`src/rtl/cvmcu_dbg_pkg.sv`:
```
// Shared types and parameter defaults for the debug halt controller.
// Pure declarations: no latency, no flow control.
package cvmcu_dbg_pkg;

   typedef enum logic [1:0] {
      ST_IDLE    = 2'd0,
      ST_REQ     = 2'd1,
      ST_HALTED  = 2'd2,
      ST_RELEASE = 2'd3
   } dbg_state_e;

   localparam int unsigned SYNC_STAGES_DEF    = 2;
   localparam int unsigned TIMEOUT_CYCLES_DEF = 1024;
   localparam int unsigned RELEASE_CYCLES_DEF = 4;

endpackage

```
`src/rtl/cvmcu_dbg_sync.sv`:
```
// Multi-flop synchronizer for one asynchronous level; latency DEPTH clk edges.
// No flow control: the input level is simply resampled every cycle.
module cvmcu_dbg_sync
   import cvmcu_dbg_pkg::*;
#(
   parameter int unsigned DEPTH = SYNC_STAGES_DEF
) (
   input  logic clk,
   input  logic reset_n,
   input  logic d_i,
   output logic q_o
);

   logic [DEPTH-1:0] sync_q;
   logic [DEPTH-1:0] sync_d;

   always_comb begin
      sync_d = {sync_q[DEPTH-2:0], d_i};
   end

   always_ff @(posedge clk or negedge reset_n) begin
      if (!reset_n) begin
         sync_q <= '0;
      end else begin
         sync_q <= sync_d;
      end
   end

   assign q_o = sync_q[DEPTH-1];

endmodule

```
`src/rtl/cvmcu_dbg_halt_ctrl.sv`:
```
// Debug halt handshake between external debugger and core, with timer freeze and timeout.
// Request reaches the core SYNC_STAGES+1 edges after debug_req_i rises; no backpressure.
module cvmcu_dbg_halt_ctrl
   import cvmcu_dbg_pkg::*;
#(
   parameter int unsigned SYNC_STAGES    = SYNC_STAGES_DEF,
   parameter int unsigned TIMEOUT_CYCLES = TIMEOUT_CYCLES_DEF,
   parameter int unsigned RELEASE_CYCLES = RELEASE_CYCLES_DEF
) (
   input  logic       clk,
   input  logic       reset_n,
   input  logic       debug_req_i,
   input  logic       core_halted_i,
   output logic       core_debug_req_o,
   output logic       stoptimer_o,
   output logic       timeout_o,
   output logic [7:0] halt_cnt_o
);

   localparam logic [15:0] TO_LAST  = 16'(TIMEOUT_CYCLES - 1);
   localparam logic [7:0]  REL_LAST = (RELEASE_CYCLES == 0) ? 8'd0 : 8'(RELEASE_CYCLES - 1);

   dbg_state_e  state_q, state_d;
   logic [15:0] to_cnt_q, to_cnt_d;
   logic [7:0]  rel_cnt_q, rel_cnt_d;
   logic [7:0]  halt_cnt_q, halt_cnt_d;
   logic        blocked_q, blocked_d;
   logic        req_q, req_d;
   logic        stop_q, stop_d;
   logic        to_q, to_d;
   logic        sync_req;

   cvmcu_dbg_sync #(
      .DEPTH (SYNC_STAGES)
   ) u_sync (
      .clk     (clk),
      .reset_n (reset_n),
      .d_i     (debug_req_i),
      .q_o     (sync_req)
   );

   always_comb begin
      state_d   = state_q;
      to_d      = 1'b0;
      rel_cnt_d = rel_cnt_q;
      // After a timeout the request must be seen low once before it can re-arm.
      blocked_d = blocked_q && sync_req;

      case (state_q)
         ST_IDLE: begin
            if (core_halted_i) begin
               state_d = ST_HALTED;
            end else if (sync_req && !blocked_q) begin
               state_d = ST_REQ;
            end
         end
         ST_REQ: begin
            if (core_halted_i) begin
               state_d = ST_HALTED;
            end else if (!sync_req) begin
               state_d = ST_IDLE;
            end else if (to_cnt_q == TO_LAST) begin
               state_d   = ST_IDLE;
               to_d      = 1'b1;
               blocked_d = 1'b1;
            end
         end
         ST_HALTED: begin
            if (!core_halted_i) begin
               if (RELEASE_CYCLES == 0) begin
                  state_d = ST_IDLE;
               end else begin
                  state_d   = ST_RELEASE;
                  rel_cnt_d = '0;
               end
            end
         end
         ST_RELEASE: begin
            if (core_halted_i) begin
               state_d = ST_HALTED;
            end else if (rel_cnt_q == REL_LAST) begin
               state_d = ST_IDLE;
            end else begin
               rel_cnt_d = rel_cnt_q + 8'd1;
            end
         end
         default: begin
            state_d = ST_IDLE;
         end
      endcase

      to_cnt_d = (state_q == ST_REQ && state_d == ST_REQ) ? to_cnt_q + 16'd1 : '0;

      // Re-entry from RELEASE is the same halt, so only IDLE/REQ entries count.
      halt_cnt_d = halt_cnt_q;
      if (state_d == ST_HALTED && (state_q == ST_IDLE || state_q == ST_REQ)
          && halt_cnt_q != 8'hFF) begin
         halt_cnt_d = halt_cnt_q + 8'd1;
      end

      req_d  = (state_d == ST_REQ);
      stop_d = (state_d == ST_HALTED) || (state_d == ST_RELEASE);
   end

   always_ff @(posedge clk or negedge reset_n) begin
      if (!reset_n) begin
         state_q    <= ST_IDLE;
         to_cnt_q   <= '0;
         rel_cnt_q  <= '0;
         halt_cnt_q <= '0;
         blocked_q  <= 1'b0;
         req_q      <= 1'b0;
         stop_q     <= 1'b0;
         to_q       <= 1'b0;
      end else begin
         state_q    <= state_d;
         to_cnt_q   <= to_cnt_d;
         rel_cnt_q  <= rel_cnt_d;
         halt_cnt_q <= halt_cnt_d;
         blocked_q  <= blocked_d;
         req_q      <= req_d;
         stop_q     <= stop_d;
         to_q       <= to_d;
      end
   end

   assign core_debug_req_o = req_q;
   assign stoptimer_o      = stop_q;
   assign timeout_o        = to_q;
   assign halt_cnt_o       = halt_cnt_q;

endmodule

```
`config.mk`:
```
export PLATFORM = sky130hd
export DESIGN_NAME = cvmcu_dbg_halt_ctrl
export DESIGN_NICKNAME = d
export VERILOG_FILES = /design/src/rtl/cvmcu_dbg_pkg.sv /design/src/rtl/cvmcu_dbg_sync.sv /design/src/rtl/cvmcu_dbg_halt_ctrl.sv
export SDC_FILE = /design/constraint.sdc
export NUM_CORES = 1
export LEC_CHECK = 0
export CORE_MARGIN = 2
export CORE_UTILIZATION = 57
export DETAILED_ROUTE_END_ITERATION = 8
export PLACE_DENSITY = 0.78
export SYNTH_ARGS = -nofsm -noshare
export SYNTH_HDL_FRONTEND = slang
export SYNTH_SLANG_ARGS = --single-unit
```
`constraint.sdc`:
```
create_clock -name clk -period 2.51 [get_ports clk]
set_input_delay 0.502 -clock clk [delete_from_list [all_inputs] [get_ports clk]]
set_output_delay 0.502 -clock clk [all_outputs]
set_load 0.03 [all_outputs]
```
==> results.sh <==
export IMPL_status="completed"
export IMPL_hpwl_mm=2.442
export IMPL_finalSetupTns_ps=0
export IMPL_cts_resized=0
export IMPL_drive_above_1_share_pct=7.538
export IMPL_synth_avg_cell_area_um2=10.30
export IMPL_slew_violations=0
export IMPL_ys_flop_type="dfrtp_1"
export IMPL_power_density_nw_per_um2=672.0
export IMPL_synthMuxAreaShare_pct=2.294
export IMPL_holdBufCountCts=0
export IMPL_cts_buffer_depth=2
export IMPL_coreArea_um2=3078
export IMPL_grt_pass1_vias=1293
export IMPL_maxCapViolations=0
export IMPL_syn_cell_area_um2=1854
export IMPL_crit_buf_inv=1
export IMPL_ys_seq_area_share_pct=52.63
export IMPL_setup_violations=0
export IMPL_drt_initial_drc_count=73
export IMPL_rows=20
export IMPL_wl_met1_mm=1.548
export IMPL_rr_worst_depth=4
export IMPL_worst_path_max_fanout=8
export IMPL_routedWlPerCell_um=13.70
export IMPL_detail_route_antenna_nets=0
export IMPL_arrival_ps=1530
export IMPL_synth_top_cell_area_share_pct=52.63
export IMPL_wl_met3_um=81
export IMPL_cts_buffers=5
export IMPL_die_w_um=61.04
export IMPL_place_gp_congestion=0.7628
export IMPL_synth_edf_count=0
export IMPL_root_buffer="clkbuf_4"
export IMPL_synth_simple_area_share_pct=23.89
export IMPL_slowest_delay_ps=720
export IMPL_peakVddDrop_uv=452.6
export IMPL_grt_use_total_pct=21.46
export IMPL_stdcell_count=243
export IMPL_synth_largest_area_cell="dfrtp_1"
export IMPL_start_util_pct=60.24
export IMPL_dieArea_um2=3725
export IMPL_post_cts_setup_buffer_count=0
export IMPL_end_kind="output port"
export IMPL_synth_area_leaders="dfrtp_1 53%, xnor2_1 7.1%, nor2_1 4.7%"
export IMPL_slew_limit_headroom_pct=45.51
export IMPL_synth_top_family_by_area="simple AND/OR/NAND/NOR gates"
export IMPL_nFillCells=236
export IMPL_ys_types=36
export IMPL_r2r_end="rel_cnt_q[1]"
export IMPL_skew_ps=9.865
export IMPL_hold_path_class="primary input to async pin"
export IMPL_drt_pass1_iter_count=4
export IMPL_n_antenna_cell=0
export IMPL_crit_path_cell_trace="clkdlybuf4s50_1"
export IMPL_clkSinkCount=39
export IMPL_yosysWarnings=0
export IMPL_gr_total_overflow=0
export IMPL_synth_compound_area_share_pct=7.018
export IMPL_cts_tree="yes"
export IMPL_drt_wl_total_mm=3.328
export IMPL_clk_latency_ps=340
export IMPL_synth_xor_area_share_pct=9.919
export IMPL_slowest_stage="clkdlybuf4s50_1"
export IMPL_remaining_drc_errors=0
export IMPL_fmax_ghz=0.4920
export IMPL_leakage_nw=0.8681
export IMPL_die_h_um=61.04
export IMPL_synth_fa_ha_area_share_pct=2.024
export IMPL_rrSetupSlack_ps=530
export IMPL_highest_layer="met4"
export IMPL_cts_htree_levels=2
export IMPL_r2r_start="rel_cnt_q[3]"
export IMPL_io_buffers=14
export IMPL_met2_length_mm=1.658
export IMPL_period_share_pct=80.98
export IMPL_grt_first_pass_wirelength_mm=5.720
export IMPL_grt_start_max_net_pins=40
export IMPL_synthToLayoutAreaGrowth_pct=13.90
export IMPL_cp_required_ps=2010
export IMPL_synthCells=180
export IMPL_timing_hold_violations_final=0
export IMPL_finalCriticalPeriod_ps=2033
export IMPL_synth_top_cells_by_count="39 x dfrtp_1, 23 x nor2_1, 15 x nand2_1, 15 x xnor2_1, 9 x nand3_1"
export IMPL_worstMarginPinSlew_ps=817.4
export IMPL_synth_most_common_cell="dfrtp_1"
export IMPL_via_per_inst=5.440
export IMPL_placed_cells=235
export IMPL_rsz0062_at_grt="false"
export IMPL_fin_nets=205
export IMPL_crit_type="flop to output port"
export IMPL_synthArstFlopShare_pct=100.0
export IMPL_syn_nets=187
export IMPL_antenna_found_initial=0
export IMPL_route_vias_total=1322
export IMPL_worstSetupStartpointType="flop"
export IMPL_boundaryPins=15
export IMPL_cpLargestDelayFamily="buffers and inverters"
export IMPL_path_clk_slew_ps=110
export IMPL_ys_seq_elements=39
-- per-stage QoR --
step | utilization, % | setup WS (ps) | hold WS, ps | total power [W] | instance area [µm²]
floorplan | - | 641.6 | 206.4 | 0.0008920 | 1854
global placement | 65.81 | 349.0 | 331.8 | 0.0009785 | 2026
detailed placement | 65.81 | 228.7 | 338.7 | 0.001000 | 2026
CTS | 68.62 | 458.5 | 274.6 | 0.001433 | 2112
global route | 68.62 | 394.8 | 302.5 | 0.001492 | 2112
finish | 68.62 | 477.4 | 252.6 | 0.001419 | 2112
-- area by class of cell --
type / instances / area [µm²] / area share [%]
clock buffers: 6 / 51.30 / 2.429
clock inverters: 2 / 35.03 / 1.659
inverters: 6 / 22.52 / 1.066
multi-input cells: 132 / 837.1 / 39.63
flip-flops and latches: 39 / 975.9 / 46.21
well taps: 44 / 55.05 / 2.607
repair buffers: 14 / 135.1 / 6.398
-- routing by layer --
layer / up-vias / GRT usage [%]
met2: 12 / 35.11
met5: - / 0
met4: 0 / 7.764
met3: 4 / 6.303
met1: 642 / 27.22
li1: 664 / -
-- where the power goes --
group / internal, W / switching (W) / total, W
sequential: 0.000675 / 0.0000592 / 0.000734
combinational: 0.000112 / 0.000138 / 0.000251
clock: 0.000235 / 0.000199 / 0.000435
total: 0.00102 / 0.000397 / 0.00142
-- worst max path at each step --
| stage | from | endpoint | slack [ps] | depth (start not counted) |
|---|---|---|---|---|
| after global placement | core_halted_i | halt_cnt_o[7] | 350 | 5 |
| after global routing | state_q[1] | stoptimer_o | 390 | 1 |
| after floorplan | to_cnt_q[10] | to_cnt_q[12] | 640 | 5 |
| final | state_q[1] | stoptimer_o | 480 | 1 |
| after CTS | state_q[1] | stoptimer_o | 460 | 1 |
| after detailed placement | core_halted_i | halt_cnt_o[7] | 230 | 5 |
-- registers in the layout, summed over array words and instances, names as in the netlist --
register / flops
to_cnt_q: 16
halt_cnt_o: 8
rel_cnt_q: 8
state_q: 2
u_sync.sync_q: 2
blocked_q: 1
core_debug_req_o: 1
timeout_o: 1
-- layout by cell type (no fill, tap or decap), types with 2 or more instances in the layout --
cell type | netlist | routed
or4_1 | 2 | 2
dfrtp_1 | 39 | 39
nand3_1 | 9 | 9
or3_1 | 2 | 2
nand2b_1 | 6 | 6
nand4_1 | 5 | 5
a21o_1 | 2 | 2
inv_1 | 6 | 6
nor3_1 | 5 | 5
mux2i_1 | 2 | 2
a2111oi_0 | 2 | 2
and4_1 | 2 | 2
nor4_1 | 5 | 5
nor2b_1 | 2 | 2
a22o_1 | 2 | 2
and3_1 | 2 | 2
xnor2_1 | 15 | 15
o21ai_0 | 5 | 5
a21oi_1 | 5 | 5
ha_1 | 3 | 3
nand2_1 | 15 | 15
clkdlybuf4s50_1 | 0 | 13
clkbuf_4 | 0 | 5
xor2_1 | 6 | 6
mux2_2 | 2 | 2
nor2_1 | 23 | 23
-- cells by family (layout without fill, tap and decap cells) --
family,Yosys count,after routing
simple gates,84,84
flops,39,39
xor+xnor,21,21
compound gates,20,20
buf+inv,9,28
mux,4,4
fa+ha+maj,3,3
Power figures use the tool's default switching activity.
